[config.mk]
export PLATFORM = sky130hd
export DESIGN_NAME = seq_magnitude_comparator
export DESIGN_NICKNAME = d
export VERILOG_FILES = /design/src/rtl/cmp_pkg.sv /design/src/rtl/cmp_slice.sv /design/src/rtl/seq_magnitude_comparator.sv
export SDC_FILE = /design/constraint.sdc
export NUM_CORES = 1
export LEC_CHECK = 0
export ABC_AREA = 0
export ABC_CLOCK_PERIOD_IN_PS = 2500
export CAP_MARGIN = 0
export CORE_UTILIZATION = 50
export DETAILED_ROUTE_END_ITERATION = 8
export PLACE_DENSITY = 0.75
export SLEW_MARGIN = 20
export SYNTH_ARGS = -nofsm -noshare
export SYNTH_HDL_FRONTEND = slang
export SYNTH_HIERARCHICAL = 1
export SYNTH_SLANG_ARGS = --single-unit
[constraint.sdc]
create_clock -name clk -period 2.5 [get_ports clk]
set_input_delay 0.5 -clock clk [delete_from_list [all_inputs] [get_ports clk]]
set_output_delay 0.5 -clock clk [all_outputs]
set_load 0.05 [all_outputs]
[src/rtl/cmp_pkg.sv]
// Shared types and constants for the iterative magnitude comparator.
package cmp_pkg;

  typedef enum logic [1:0] {
    IDLE = 2'd0,
    RUN  = 2'd1,
    DONE = 2'd2
  } cmp_state_t;

  // One-hot slice-compare result, packed as {gt, lt, eq}.
  typedef logic [2:0] cmp_res_t;

  localparam cmp_res_t RES_GT = 3'b100;
  localparam cmp_res_t RES_LT = 3'b010;
  localparam cmp_res_t RES_EQ = 3'b001;

endpackage

[src/rtl/cmp_slice.sv]
// Combinational unsigned compare of one SLICE-bit slice pair; exactly one output is high.
module cmp_slice
  import cmp_pkg::*;
#(
  parameter int SLICE = 4
) (
  input  logic [SLICE-1:0] x,
  input  logic [SLICE-1:0] y,
  output logic             gt,
  output logic             lt,
  output logic             eq
);

  cmp_res_t res;

  always_comb begin
    res = RES_EQ;
    if (x > y)      res = RES_GT;
    else if (x < y) res = RES_LT;
  end

  assign {gt, lt, eq} = res;

endmodule

[src/rtl/seq_magnitude_comparator.sv]
// MSB-first iterative magnitude comparator, one SLICE-bit slice per clock, with early exit.
// Optional macro CMP_SIGNED_EN adds an is_signed input for two's-complement compares.
module seq_magnitude_comparator
  import cmp_pkg::*;
#(
  parameter int WIDTH = 16,
  parameter int SLICE = 4,
  localparam int NSLICE = WIDTH / SLICE,
  localparam int CW     = $clog2(NSLICE + 1)
) (
  input  logic             clk,
  input  logic             rst,
  input  logic             in_valid,
  output logic             in_ready,
  input  logic [WIDTH-1:0] a,
  input  logic [WIDTH-1:0] b,
`ifdef CMP_SIGNED_EN
  input  logic             is_signed,
`endif
  output logic             out_valid,
  input  logic             out_ready,
  output logic             agb,
  output logic             asb,
  output logic             aeb,
  output logic [CW-1:0]    out_slices
);

  if (SLICE < 1 || SLICE > WIDTH || (WIDTH % SLICE) != 0) begin : g_param_check
    $error("seq_magnitude_comparator: WIDTH must be a positive multiple of SLICE");
  end

  cmp_state_t       state;
  logic [WIDTH-1:0] sa;
  logic [WIDTH-1:0] sb;
  logic [CW-1:0]    idx;
  logic [CW-1:0]    cnt;
  logic [WIDTH-1:0] cap_a;
  logic [WIDTH-1:0] cap_b;
  logic             top_gt;
  logic             top_lt;
  logic             top_eq;

`ifdef CMP_SIGNED_EN
  // Flipping the sign bit maps two's complement onto offset binary, so the
  // unsigned slice compare then orders signed values correctly.
  logic [WIDTH-1:0] msb_flip;

  always_comb begin
    msb_flip            = '0;
    msb_flip[WIDTH-1]   = is_signed;
  end

  assign cap_a = a ^ msb_flip;
  assign cap_b = b ^ msb_flip;
`else
  assign cap_a = a;
  assign cap_b = b;
`endif

  cmp_slice #(.SLICE(SLICE)) u_slice (
    .x  (sa[WIDTH-1 -: SLICE]),
    .y  (sb[WIDTH-1 -: SLICE]),
    .gt (top_gt),
    .lt (top_lt),
    .eq (top_eq)
  );

  // NOTE: every register here, outputs included, uses non-blocking assignments
  // so all state updates see the values from before the clock edge.
  always_ff @(posedge clk or posedge rst) begin
    if (rst) begin
      state      <= IDLE;
      in_ready   <= 1'b1;
      out_valid  <= 1'b0;
      agb        <= 1'b0;
      asb        <= 1'b0;
      aeb        <= 1'b0;
      out_slices <= '0;
      sa         <= '0;
      sb         <= '0;
      idx        <= '0;
      cnt        <= '0;
    end else begin
      case (state)
        IDLE: begin
          if (in_valid) begin
            sa       <= cap_a;
            sb       <= cap_b;
            idx      <= CW'(NSLICE - 1);
            cnt      <= '0;
            in_ready <= 1'b0;
            state    <= RUN;
          end
        end

        RUN: begin
          cnt <= cnt + CW'(1);
          if (!top_eq) begin
            agb        <= top_gt;
            asb        <= top_lt;
            aeb        <= 1'b0;
            out_slices <= cnt + CW'(1);
            out_valid  <= 1'b1;
            state      <= DONE;
          end else if (idx == '0) begin
            agb        <= 1'b0;
            asb        <= 1'b0;
            aeb        <= 1'b1;
            out_slices <= CW'(NSLICE);
            out_valid  <= 1'b1;
            state      <= DONE;
          end else begin
            sa  <= sa << SLICE;
            sb  <= sb << SLICE;
            idx <= idx - CW'(1);
          end
        end

        DONE: begin
          // in_valid is deliberately ignored here; new operands wait for IDLE.
          if (out_ready) begin
            out_valid  <= 1'b0;
            agb        <= 1'b0;
            asb        <= 1'b0;
            aeb        <= 1'b0;
            out_slices <= '0;
            in_ready   <= 1'b1;
            state      <= IDLE;
          end
        end

        default: begin
          state    <= IDLE;
          in_ready <= 1'b1;
        end
      endcase
    end
  end

endmodule

== Yosys cells after proc, flatten, opt, wreduce, memory -nomap -nowiden ==
Index checks and enable logic that the tools add are counted.
Word-level totals
  bits in registers: 48
  input port bits: 36
  output and inout port bits: 8
  logic and storage cells: 71
Cells by class
  add/sub/neg operators: 2
  magnitude comparators: 2
  eq/ne operators: 7
  muxes and demuxes: 39
  bitwise gates (word level): 1
  reduce and logical (&&, ||, !) cells: 9
Operators by type and width (count)
  $mux 16: 6
  $pmux 16 s2: 2
  $mux 3: 8
  $pmux 3 s2: 3
  $mux 2: 5
  $mux 1: 9
  $reduce_and 3->1: 3
  $pmux 1 s2: 4
  $ne 2x2->1 const B: 3
  $pmux 2 s3: 1
  $gt 4x4->1: 1
  $lt 4x4->1: 1
  $reduce_and 4->1: 1
  $reduce_bool 2->1: 2
  $add 3x1->3 const B: 1
  $logic_not 3->1: 1
  $ne 3x3->1 const B: 1
  $pmux 1 s3: 1
  $sub 3x1->3 const B: 1
  $eq 2x1->1 const B: 1
  $eq 2x2->1 const B: 1
  $logic_not 2->1: 1
  $ne 2x1->1 const B: 1
  $reduce_and 2->1: 1
  $not 1->1: 1

== Longest topological paths before layout ==
Gate-level depths: netlist of the first run.
  word-level depth: 5
  mapped depth: 9
  mapped depth without buffers: 8

== By module ==
Netlist of the first run, hierarchy kept.
By module, submodules not included
  seq_magnitude_comparator: times used 1, cells each 160, area an instance 2328.5 um^2, seq. area each 1202.4 um^2
  cmp_slice: times used 1, cells each 16, area an instance 126.4 um^2, seq. area each 0.0 um^2

== Worst setup path after synthesis of the first run ==
OpenSTA, ideal clock, no wires.
  path kind: reg2reg
  from: reg sa[15]
  to: reg sa[4]
  library setup time: 0.125 ns
  data arrival time: 2.104 ns
  required time: 2.375 ns
  setup slack: 0.271 ns
  cell stages (with the launch flop): 9
  path buffers: 1
  clock period less this slack: 2.229 ns
  cell sequence: dfrtp_1 -> ha_1 -> a21oi_1 -> a31oi_1 -> nand4bb_1 -> nor2b_4 -> clkinv_4 -> buf_12 -> mux2_4
On the way
  word-level cells in the longest chain between the ends: 5
  elaborated cells between the ends (all ways): 6
  classes of those cells: order compare (2); eq/ne (1); mux (2); reduce/logical (1)
RTL lines
  start, declared: line seq_magnitude_comparator.sv:33  | logic [WIDTH-1:0] sa;
  start signal, assigned: line seq_magnitude_comparator.sv:87  | sa <= cap_a;
  start signal, assigned: line seq_magnitude_comparator.sv:113  | sa <= sa << SLICE;
  $lt 4x4->1: line cmp_slice.sv:19  | else if (x < y) res = RES_LT;
  $mux 2: line cmp_slice.sv:19
  $mux 3 (*): line cmp_slice.sv:18  | if (x > y) res = RES_GT;
  via top_eq: line seq_magnitude_comparator.sv:41  | logic top_eq;
  $ne 2x1->1 (no source line) (*)
  $reduce_and 4->1 (no source line) (*)
The timed path passes the listed nets; every way through them passes the cells marked *.
A chain may end at the register's enable or synchronous reset.

== Worst setup path after layout of the first run ==
  from: reg sb[15]
  to: reg sa[6]
On the way
  word-level cells in the longest chain between the ends: 5
  elaborated cells between the ends (all ways): 6
  classes of those cells: order compare (2); eq/ne (1); mux (2); reduce/logical (1)
RTL lines
  start, declared: line seq_magnitude_comparator.sv:34  | logic [WIDTH-1:0] sb;
  start signal, assigned: line seq_magnitude_comparator.sv:88  | sb <= cap_b;
  start signal, assigned: line seq_magnitude_comparator.sv:114  | sb <= sb << SLICE;
  $lt 4x4->1: line cmp_slice.sv:19
  $mux 2: line cmp_slice.sv:19
  $mux 3 (*): line cmp_slice.sv:18
  via top_eq: line seq_magnitude_comparator.sv:41
  $ne 2x1->1 (no source line) (*)
  $reduce_and 4->1 (no source line) (*)
Marks and branches as above.

==> results of run 1 <==
-- worst max-delay path by stage --
stage	startpoint	endpoint	slack (ns)	cells after the start
final	sb[15]	sa[6]	0.25	8
after CTS	sb[15]	sa[6]	0.24	8
after detailed placement	sb[15]	sb[9]	0.26	8
after global placement	sb[15]	sb[8]	0.36	8
after floorplan	sa[15]	sa[4]	0.27	8
after global routing	sb[15]	sb[9]	0.1	8
-- area by class of cell --
class	instances	area, µm²	share of cell area
Clock buffer	6	72.6	0.0238
Inverter	11	46.3	0.0152
Sequential cell	48	1200	0.394
Clock inverter	2	35.0	0.0115
Multi-Input combinational cell	109	1130	0.370
Tap cell	67	83.8	0.0275
Timing Repair Buffer	50	483	0.158
-- report_power, final --
part	switching [µW]	leakage, µW	internal [µW]	total (µW)
sequential	246	0.000577	1130	1380
combinational	780	0.000757	1000	1780
clock	249	0.0000552	297	546
-- metal layers --
metal / global-route usage / wire [µm]
met4: 0.0697 / 61
met1: 0.239 / 2020
met5: 0 / 0
met3: 0.0500 / 157
met2: 0.326 / 2230
-- layout by cell type (no fill, tap or decap), drive strengths merged, types with 3 or more instances in the layout --
cell	netlist	routed
a21o	3	3
a21oi	6	6
a22o	11	11
buf	8	7
clkbuf	0	6
clkdlybuf4s50	0	43
dfrtp	47	47
ha	7	7
inv	10	10
mux2	51	51
nor2	4	4
nor2b	4	4
nor4bb	3	3
-- state kept, by name, indices dropped and copies added, names as in the netlist --
name,flops
aeb,1
agb,1
asb,1
cnt,3
idx,3
in_ready,1
out_slices,3
out_valid,1
sa,16
sb,16
state,2
-- through the flow --
step                      power [µW]  setup WS [ns]  hold slack, ns  cells
after floorplan                 2790          0.271           0.461    176
after global placement          3100          0.360           0.463    285
after detailed placement        3180          0.264           0.469    285
after CTS                       3730          0.244           0.487    293
after global routing            3940         0.0985           0.506    293
final                           3710          0.246           0.480    293
-- worst max-delay path, cell delays in order, from the launching register on --
cell and delay (ns):
dfrtp_1 0.36, inv_1 0.05, ha_1 0.33, a21oi_1 0.24, a31oi_1 0.14, nand4bb_1 0.16, nor2b_4 0.21, clkinv_4 0.26
mux2_4 0.37
-- kinds of logic (layout without fill, tap and decap cells) --
family,count (synthesis),count (layout)
AO/OA/AOI/OAI,29,29
AND/OR/NAND/NOR,21,21
XOR/XNOR,1,1
adder cells (fa/ha/maj),7,7
multiplexers,51,51
flip-flops,48,48
buffers and inverters,19,69
==> impl_metrics.toml, run 1 <==
[synthesis]
synthMuxAreaShare = 0.261
synth_top_area_frac = 0.479
synth-simple-area-share = 0.0678
postSynthCellCount = 176
synth_flop_cell = "dfrtp_1"
synthDistinctLibCells = 36
synth.avg_cell_area_um2 = 13.9
synthAdderAreaFrac = 0.0357
synth_compound_area_frac = 0.0917
synth_top_family_by_area = "multiplexers"
synth_seq_area_share = 0.490
synthTopCellsByArea = "dfrtp_1, mux2_2, mux2_4"
synth_warnings = 6
synth_top_area_cell = "dfrtp_1"
netlist_area_um2 = 2450
synth-seq-cells = 48
synth_edf_count = 0
synth_common_cells = "dfrtp_1, mux2_2, mux2_4"
async_flop_share = 1.00
synth_xor_xnor_area_share = 0.00357
post-synth-top-count-cell = "dfrtp_1"
syn_nets = 219

[timing]
rsz0062_at_grt = "false"
fin_tns_setup_ns = 0
clock.fmax_ghz = 0.444
min_period_ns = 2.25
fin_skew_ns = 0.00772
setup_viol = 0
slew_viol_final = 0
post-route-period-util = 0.902
tightest_slew_ns = 0.594
hold_viol = 0
slew_headroom = 0.604

[worst_setup_path]
reg2reg_setup_slack_ns = 0.25
reg2regPathDepth = 8
end_kind = "flop"
critPathKind = "reg -> reg"
regToRegEndpoint = "sa[6]"
arrival_ns = 2.45
startpoint_type = "flop"
rr_startpoint = "sb[15]"
worstPathMaxFanout = 26
crit_required_ns = 2.69

[placed_design]
dp.final_hpwl_mm = 3.17
dpl_cell_area_um2 = 2950
io_buffers = 43
gp_congestion = 0.776

[hold_path]
worst_hold_path.endpoint = "out_slices[1]"
min-delay-path-class = "reg -> reg"
min_from = "out_slices[1]"
min_delay_path_depth = 1

[pwr]
p_leak_uw = 0.00139
peakVddDrop_v = 0.000515
power_density_nw_per_um2 = 1210

[floorplan]
core-area_um2 = 4720
die_h_um = 72.1
top_level_ports = 44
fp.dieW_um = 72.1
floorplan.initialDensity = 0.520
fp.dieArea_um2 = 5190
row_count = 25

[job]
drv_cap = 0

[clocking]
h-tree-depth = 2
clock_path_buffers = 2
cts_buffers = 5
cts_setup_buffers = 0
clk_pin_slew_ns = 0.09
holdBufCountCts = 0
cts_tree = "done"
clock_sinks = 48
cts_root_buf = "clkbuf_8"
ctsResizeCount = 0
clock_latency_ns = 0.31

[global_routing]
grt_pass1_vias = 1667
antenna_found_initial = 0
grt_max_degree = 49
grt_usage = 0.193
overflow = 0
grt_pass1_wl_mm = 7.64

[routing]
dr.pass1.iters = 4
viasPerCell = 5.31
wl_per_cell_um = 15.3
antenna_left = 0
via_count = 1556
drt-total-wl_mm = 4.47
drc = 0
first_iter_violations = 83

[cells_and_area]
drive_above_1_share = 0.327
n_antenna_cell = 0
design_area_um2 = 3050
fin_nets = 268
num-fill-cells = 356
area_delta_synth_final_pct = 24.4
final_util = 0.646

[run_status]
outcome = "finished, final reports clean"
(Power assumes the default switching activity.)
==> inputs of run 2 (changes only) <==
TNS_END_PERCENT = 10   (was not set)
==> results of run 2 <==
No change in the layout: final DEF, timing and power equal those of run 1.
